$ cat config.mk
export PLATFORM = sky130hd
export DESIGN_NAME = sat_counter
export DESIGN_NICKNAME = d
export VERILOG_FILES = /design/src/rtl/sat_counter.sv
export SDC_FILE = /design/constraint.sdc
export NUM_CORES = 1
export LEC_CHECK = 0
export ABC_CLOCK_PERIOD_IN_PS = 2050
export BUFFER_PORTS_ARGS = -buffer_cell sky130_fd_sc_hd__buf_2
export CAP_MARGIN = 15
export CORE_MARGIN = 2
export CORE_UTILIZATION = 50
export DETAILED_ROUTE_END_ITERATION = 16
export HOLD_SLACK_MARGIN = 0.12
export PLACE_DENSITY_LB_ADDON = 0.15
export SYNTH_ARGS = -nofsm -noshare
export SYNTH_HDL_FRONTEND = slang
export SYNTH_SLANG_ARGS = --single-unit
$ cat constraint.sdc
create_clock -name clock -period 2.05 [get_ports clock]
set_clock_uncertainty 0.2 [all_clocks]
set_input_delay 0.1025 -clock clock [delete_from_list [all_inputs] [get_ports clock]]
set_output_delay 0.1025 -clock clock [all_outputs]
set_load 0.01 [all_outputs]
$ cat src/rtl/sat_counter.sv
// Saturating up-counter with synchronous clear; clear has priority over inc.
module sat_counter #(
  parameter int WIDTH = 16
) (
  input  logic             clock,
  input  logic             reset,
  input  logic             inc,
  input  logic             clr,
  output logic [WIDTH-1:0] count
);

  localparam logic [WIDTH-1:0] MAX = '1;

  // Count up on inc, stick at all-ones, zero on clr.
  always_ff @(posedge clock or negedge reset) begin
    if (!reset) begin
      count <= '0;
    end else if (clr) begin
      count <= '0;
    end else if (inc && (count != MAX)) begin
      count <= count + 1'b1;
    end
  end

endmodule

# ---- After elaboration in Yosys (flattened, before gate mapping)
# Index checks and enable logic that the tools add are counted.
# Widths: inputs -> output; s select.
dict set report totals {
  elab_cells 7
  regBits 16
}
dict set report classes {
  n_eq_ne 1
  addsub 1
  muxes 2
  n_reduce_logical 2
}
# cell count
set ops {}
lappend ops {{$mux 16} 2}
lappend ops {{$add 16x1->16 const B} 1}
lappend ops {{$ne 16x16->1 const B} 1}
lappend ops {{$reduce_bool 2->1} 1}
lappend ops {{$logic_and 1x1->1} 1}

# ---- Logic depth before layout (Yosys ltp)
# Gate-level depths: netlist of the first run.
dict set report logic_depth {
  depth_word 4
  ltp_mapped 6
  ltp_nobuf 5
}

# ---- Least setup slack after synthesis of the first run
# OpenSTA, ideal clock, no wires.
dict set report synth_timing {
  path_kind {reg-to-reg}
  from {reg count[0]}
  to {reg count[15]}
  t_arrival_ns 1.670
  path_buffers 0
  slack_ns 0.052
  path_stages_with_launch 6
  required_time_ns 1.722
  cell_sequence {dfrtp_1 -> ha_1 -> nand4_2 -> nor4_4 -> nor4_1 -> mux2_1}
}
dict set report synth_via {
  elab_chain_len 3
}
# element line_no
set synth_rtl {}
lappend synth_rtl {{from (decl)} 9} ;# output logic [WIDTH-1:0] count
lappend synth_rtl {{from (signal assigned)} 21} ;# count <= count + 1'b1;
lappend synth_rtl {{$add 16x1->16 / $ne 16x16->1 (equally long branches)} {21, 20}}
lappend synth_rtl {{$mux 16 / $logic_and 1x1->1 (equally long branches)} 20} ;# end else if (inc && (count != MAX)) begin
lappend synth_rtl {{$mux 16 / $reduce_bool 2->1 (equally long branches)} --}
# Parallel ways exist; a longest one is shown, timed or not. The select of a mux whose other input is x is not followed.
# A chain may end at the register's enable or synchronous reset.

# ---- Worst setup path after layout of the first run
dict set report layout_timing {
  from {reg count[8]}
  to {reg count[13]}
}
# The elaborated chain is that of the path after synthesis.

==> out/qor.txt, run 1 <==
RSZ-0062 raised after global routing: yes
Post-route antenna net violation count: 0
Yosys reg bits: 16
Post-synth top area share: 0.4250
Biggest regs: count: 16 flops
CP Class: reg -> reg
Placer congestion estimate: 0.7560
Critical Path AT: 1.97 ns
Final critical-path required period: 1.993 ns
Routed len/inst: 15.52 microns
Worst hold path type: reg -> reg
Area growth syn-to-layout: 29.88%
Sequential cell area fraction in the yosys report: 0.4250
Vias in the first global route: 876
Clk sinks: 16
Reg clk slew, reported paths: 0.10 ns
Synth Instances: 98
Overall routed net length: 2375 microns
Final hold viol count: 0
Element type at the critical path start: register
Setup WS pre-CTS: -0.008137 ns
Final Cycle Share: 0.9720
Remaining Overflow, GRT: 0
Die area: 2248 sq um
Synth Cell Area: 942.2 sq um
Die Span Y: 47.41 microns
Tightest Pin Transition: 0.7321 ns
Most instantiated cells after synthesis: dfrtp_1, a21oi_1, o31ai_1
Core area: 1745 sq um
Main flop type after synthesis: dfrtp_1
Skew-Pair Late Insertion Delay: 0.29 ns
Status: completed
Layout cells sized above 1: 0.3672
Async SR Flop Fraction: 1.000
Synth area leaders: dfrtp_1, a21oi_1, o31ai_1
Drt first pass iters: 5
# DRC: 0
GR Util All Layers: 0.2457
Critical path peak fanout: 7
Setup violations, final: 0
Port buffer count: 19
H-Tree Depth: 1
Count leader, synth: dfrtp_1
Cts bufs inserted: 3
Total Power: 584.3 uW
Initial core utilization: 0.5398
Drt first-iter violations: 37
Post-DP HPWL: 1611 microns
Synth cell types: 28
CTS root buffer: clkbuf_4
Clock tree buffer depth: 2
First-pass GRT wire length: 3795 microns
Via Count: 925
Syn_nets: 103
CP endpoint kind: register
Final worst slack: 0.05742 ns
Die Wd: 47.41 microns
Final Max Tran Viols: 0
Largest net degree at the start of global routing: 23
Avg Inst Size Synth: 9.614 sq um
Worst EP required: 2.03 ns
CTS tree: built
Antenna diodes: 0
PwrDens: 477.5 nW/um^2
Max_slew headroom: 0.5103
Max reg flops: 16
Top Ports: 20
Std-Cell Rows: 15
Cell taking the most area after synthesis: dfrtp_1
Synthesis Warnings: 0
Vias per Instance: 6.046
MaxCap Viol Count: 0
Post-synth EDFFs: 0
Leakage: 0.0005492 uW
Largest Register: count
Max rail drop VDD: 0.3654 mV
Initial antenna violation count: 0
Highest clock rate: 0.5019 GHz
Nets: 134
## worst max-delay path, stage by stage, from the launching register on
cell	delay (ns)
dfrtp_1	0.45
nand4_1	0.25
nor4_4	0.52
nor4_2	0.13
mux2_1	0.34
## path summary, 6_finish.rpt
check	start	depth (start not counted)	end	slack [ns]
max in group asynchronous	reset	3	count[10]	0.47
min in group asynchronous	reset	3	count[7]	0.73
max reg2reg	count[8]	4	count[13]	0.06
max	count[8]	4	count[13]	0.06
min	count[14]	2	count[14]	0.42
min reg2reg	count[14]	2	count[14]	0.42
## metal layers
metal	up-vias	GRT usage	part of all wire	wire (microns)
met5	-	0	0	0
li1	439	-	-	-
met4	0	0.1333	0.012	29
met3	6	0.03774	0.053	125
met2	33	0.3892	0.50	1180
met1	447	0.3215	0.44	1041
## power by group
group | total, uW | internal (uW) | leakage [uW] | switching, uW
Sequential | 322 | 318 | 0.000222 | 3.72
Combinational | 48.3 | 19.0 | 0.000306 | 29.3
Clock | 214 | 108 | 0.0000210 | 106
Total | 584 | 445 | 0.000549 | 139
## what timing repair did
item | 4_1_cts | 5_1_grt
endpoints found under the setup margin | 1 | 13
gates resized for setup | 1 | 8
pin swaps | 0 | 9
endpoints found under the hold margin | 31 | 0
hold buffers | 4 | 0
buffers inserted | 0 | 1
cloned | 0 | 0
## layout by cell type, fill, tap and decap left out, types with 2 or more instances in the layout
| cell | instances |
|---|---|
| buf_2 | 19 |
| dfrtp_1 | 16 |
| a21oi_1 | 10 |
| o31ai_1 | 7 |
| buf_4 | 7 |
| nand4_1 | 6 |
| nand2_1 | 6 |
| or4_1 | 5 |
| nor2b_1 | 4 |
| nor2_1 | 4 |
| nor4_2 | 4 |
| dlygate4sd3_1 | 4 |
| inv_1 | 3 |
| nand3_1 | 3 |
| o21ai_1 | 3 |
| mux2_1 | 3 |
| clkbuf_4 | 3 |
| or4_2 | 2 |
| or3_1 | 2 |
| and4_2 | 2 |
| and3_1 | 2 |
## through the flow
step | instance area, sq um | util | std cells | hold slack (ns) | TNS [ns]
2_1_floorplan | 942.2 | - | 98 | -0.3931 | 0
3_3_place_gp | 1095 | 0.6272 | 144 | -0.1687 | 0
3_5_place_dp | 1095 | 0.6272 | 144 | -0.1602 | -0.008137
4_1_cts | 1174 | 0.6724 | 152 | 0.4127 | 0
5_1_grt | 1224 | 0.7011 | 153 | 0.4424 | -0.1114
6_report | 1224 | 0.7011 | 153 | 0.4206 | 0
## cell families after synthesis
logic type	Yosys count	synth area share
simple gates	45	0.3121
compound gates	24	0.1620
flops	16	0.4250
buf+inv	8	0.03983
mux	4	0.04781
fa+ha+maj	1	0.01328
## final cells by class
class,count,area (sq um)
clock buffers,4,36.28
fillers,136,521.8
inverters,3,11.26
multi-input cells,74,545.5
flip-flops and latches,16,400.4
well taps,25,31.28
repair buffers,31,198.9
(Power assumes the default switching activity.)
==> run 2, diff against run 1 <==
--- a/config.mk
+++ b/config.mk
@@ -5,7 +5,8 @@
 export SDC_FILE = /design/constraint.sdc
 export NUM_CORES = 1
 export LEC_CHECK = 0
-export ABC_CLOCK_PERIOD_IN_PS = 2050
+export ABC_AREA = 1
+export ABC_CLOCK_PERIOD_IN_PS = 2400
 export BUFFER_PORTS_ARGS = -buffer_cell sky130_fd_sc_hd__buf_2
 export CAP_MARGIN = 15
 export CORE_MARGIN = 2
==> constraint.sdc (replaced) <==
create_clock -name clock -period 2.4 [get_ports clock]
set_clock_uncertainty 0.2 [all_clocks]
set_input_delay 0.12 -clock clock [delete_from_list [all_inputs] [get_ports clock]]
set_output_delay 0.12 -clock clock [all_outputs]
set_load 0.01 [all_outputs]
==> out/qor.txt, run 2 <==
CTS tree: built
Syn_nets: 149
# DRC: 0
MaxCap Viol Count: 0
Critical path peak fanout: 5
Post-synth top area share: 0.3860
Antenna diodes: 0
Worst EP required: 2.39 ns
Final hold viol count: 0
Sequential cell area fraction in the yosys report: 0.3860
Cell taking the most area after synthesis: dfrtp_1
Area growth syn-to-layout: 16.65%
Synth Instances: 144
Final critical-path required period: 2.201 ns
CP endpoint kind: register
Worst hold path type: reg -> reg
Final Max Tran Viols: 0
Max reg flops: 16
Worst-case hold slack: 0.3547 ns
Reg clk slew, reported paths: 0.10 ns
Count leader, synth: nand2_1
Remaining Overflow, GRT: 0
Most instantiated cells after synthesis: nand2_1, dfrtp_1, nor2_1
Port buffer count: 19
Cts bufs inserted: 3
Via Count: 1001
Async SR Flop Fraction: 1.000
Status: completed
Placer congestion estimate: 0.7954
Largest net degree at the start of global routing: 17
Nets: 175
H-Tree Depth: 1
Overall routed net length: 2399 microns
Yosys reg bits: 16
# Post-CTS Setup Buffers: 0
GR Util All Layers: 0.2237
Die Wd: 49.55 microns
Most frequent cells in the layout: nand2_1, buf_2, dfrtp_1, nor2_1, nand3_1
Drt first pass iters: 5
First-pass GRT wire length: 4229 microns
Clock tree buffer depth: 2
Post-synth EDFFs: 0
CTS root buffer: clkbuf_4
Largest Register: count
Highest clock rate: 0.4543 GHz
Final Cycle Share: 0.9172
Vias per Instance: 5.133
Final setup TNS: 0 ns
Vias in the first global route: 958
Initial antenna violation count: 0
Std-Cell Rows: 16
Biggest regs: count: 16 flops
Post-DP HPWL: 1658 microns
Top Ports: 20
Die area: 2455 sq um
Synth cell types: 23
Layout cells sized above 1: 0.1905
Avg Inst Size Synth: 7.203 sq um
Drt first-iter violations: 16
Routed len/inst: 12.30 microns
Tightest Pin Transition: 0.8729 ns
Die Span Y: 49.55 microns
CP Class: reg -> reg
Max_slew headroom: 0.4159
Max rail drop VDD: 0.2997 mV
Post-route antenna net violation count: 0
Synth Cell Area: 1037 sq um
Main flop type after synthesis: dfrtp_1
Element type at the critical path start: register
Final instance area: 1210 sq um
Core area: 1962 sq um
Skew-Pair Late Insertion Delay: 0.29 ns
Initial core utilization: 0.5287
Leakage: 0.0006368 uW
Flop2flop setup slack: 0.20 ns
RSZ-0062 raised after global routing: no
Synth area leaders: dfrtp_1, nand2_1, nand3_1
# fillers: 212
Placed Area: 1137 sq um
Setup violations, final: 0
Clk sinks: 16
PwrDens: 384.9 nW/um^2
FF/Latch Area: 400.4 sq um
Critical Path AT: 2.19 ns
Most common cell after layout, fill and taps aside: nand2_1
Area of the multi-input gates: 556.8 sq um
Synthesis Warnings: 0
run 2: cell count changes after synthesis, sizes merged, moves of 4 or more:
cell,before,now
nor2,4,16
mux2,4,0
nand2,6,59
nor4,5,0
clkbuf,4,0
nand3,3,12
inv,3,13
or4,7,0
o31ai,7,0
a21oi,11,1
nor2b,4,0
run 2: routing by layer:
metal / up-vias / track usage / share of wire
met2: 18 / 0.3956 / 0.48
met1: 466 / 0.2761 / 0.48
met5: - / 0 / 0
li1: 513 / - / -
met4: 0 / 0.09722 / 0.020
met3: 4 / 0.01818 / 0.026
run 2: final cells by class:
class,count,share of cell area
Clock buffer,3,0.01861
Inverter,13,0.04240
Multi-Input combinational cell,112,0.4602
Sequential cell,16,0.3309
Tap cell,27,0.02792
Timing Repair Buffer,24,0.1200
run 2: critical path: stages (launching register included):
cell           delay, ns
dfrtp_1             0.41
ha_1                0.19
nand2_2             0.09
nor2_4              0.18
nand2_4             0.09
o21ai_4             0.19
nand2_4             0.08
nand2_1             0.07
dlygate4sd3_1       0.54
nand2_1             0.06
run 2: cells by family after synthesis:
group / count (synthesis) / share of synthesized area
adder cells (fa/ha/maj): 1 / 0.01206
AND/OR/NAND/NOR: 98 / 0.4282
XOR/XNOR: 5 / 0.04223
buffers and inverters: 16 / 0.07719
AO/OA/AOI/OAI: 8 / 0.05428
flip-flops: 16 / 0.3860
run 2: path summary, 6_finish.rpt:
kind / cells past startpoint / to / start
worst max-delay path: 9 / count[4] / count[1]
worst min-delay path: 2 / count[1] / count[1]
worst max register to register: 9 / count[4] / count[1]
worst min register to register: 2 / count[1] / count[1]
max in group asynchronous: 3 / count[0] / reset
min in group asynchronous: 3 / count[14] / reset
run 2: repair_timing:
action | CTS | global route
hold endpoints to repair | 26 | 0
hold buffers | 5 | 0
endpoints found under the setup margin | 0 | 0
resized for setup | 0 | 0
run 2: power breakdown:
part | total, uW | switching (uW) | internal [uW] | leakage, uW
logic | 42.0 | 28.0 | 13.9 | 0.000401
registers | 275 | 3.05 | 272 | 0.000222
clock network | 148 | 90.0 | 58.5 | 0.0000138
run 2: per-stage QoR:
stage,cells,total power [uW],worst slack (ns),util
2_1_floorplan,144,305.2,0.6797,-
3_3_place_gp,187,317.5,0.3198,0.5797
3_5_place_dp,187,318.3,0.2460,0.5797
4_1_cts,195,468.5,0.1836,0.6167
5_1_grt,195,483.9,0.03465,0.6167
6_report,195,465.7,0.1986,0.6167
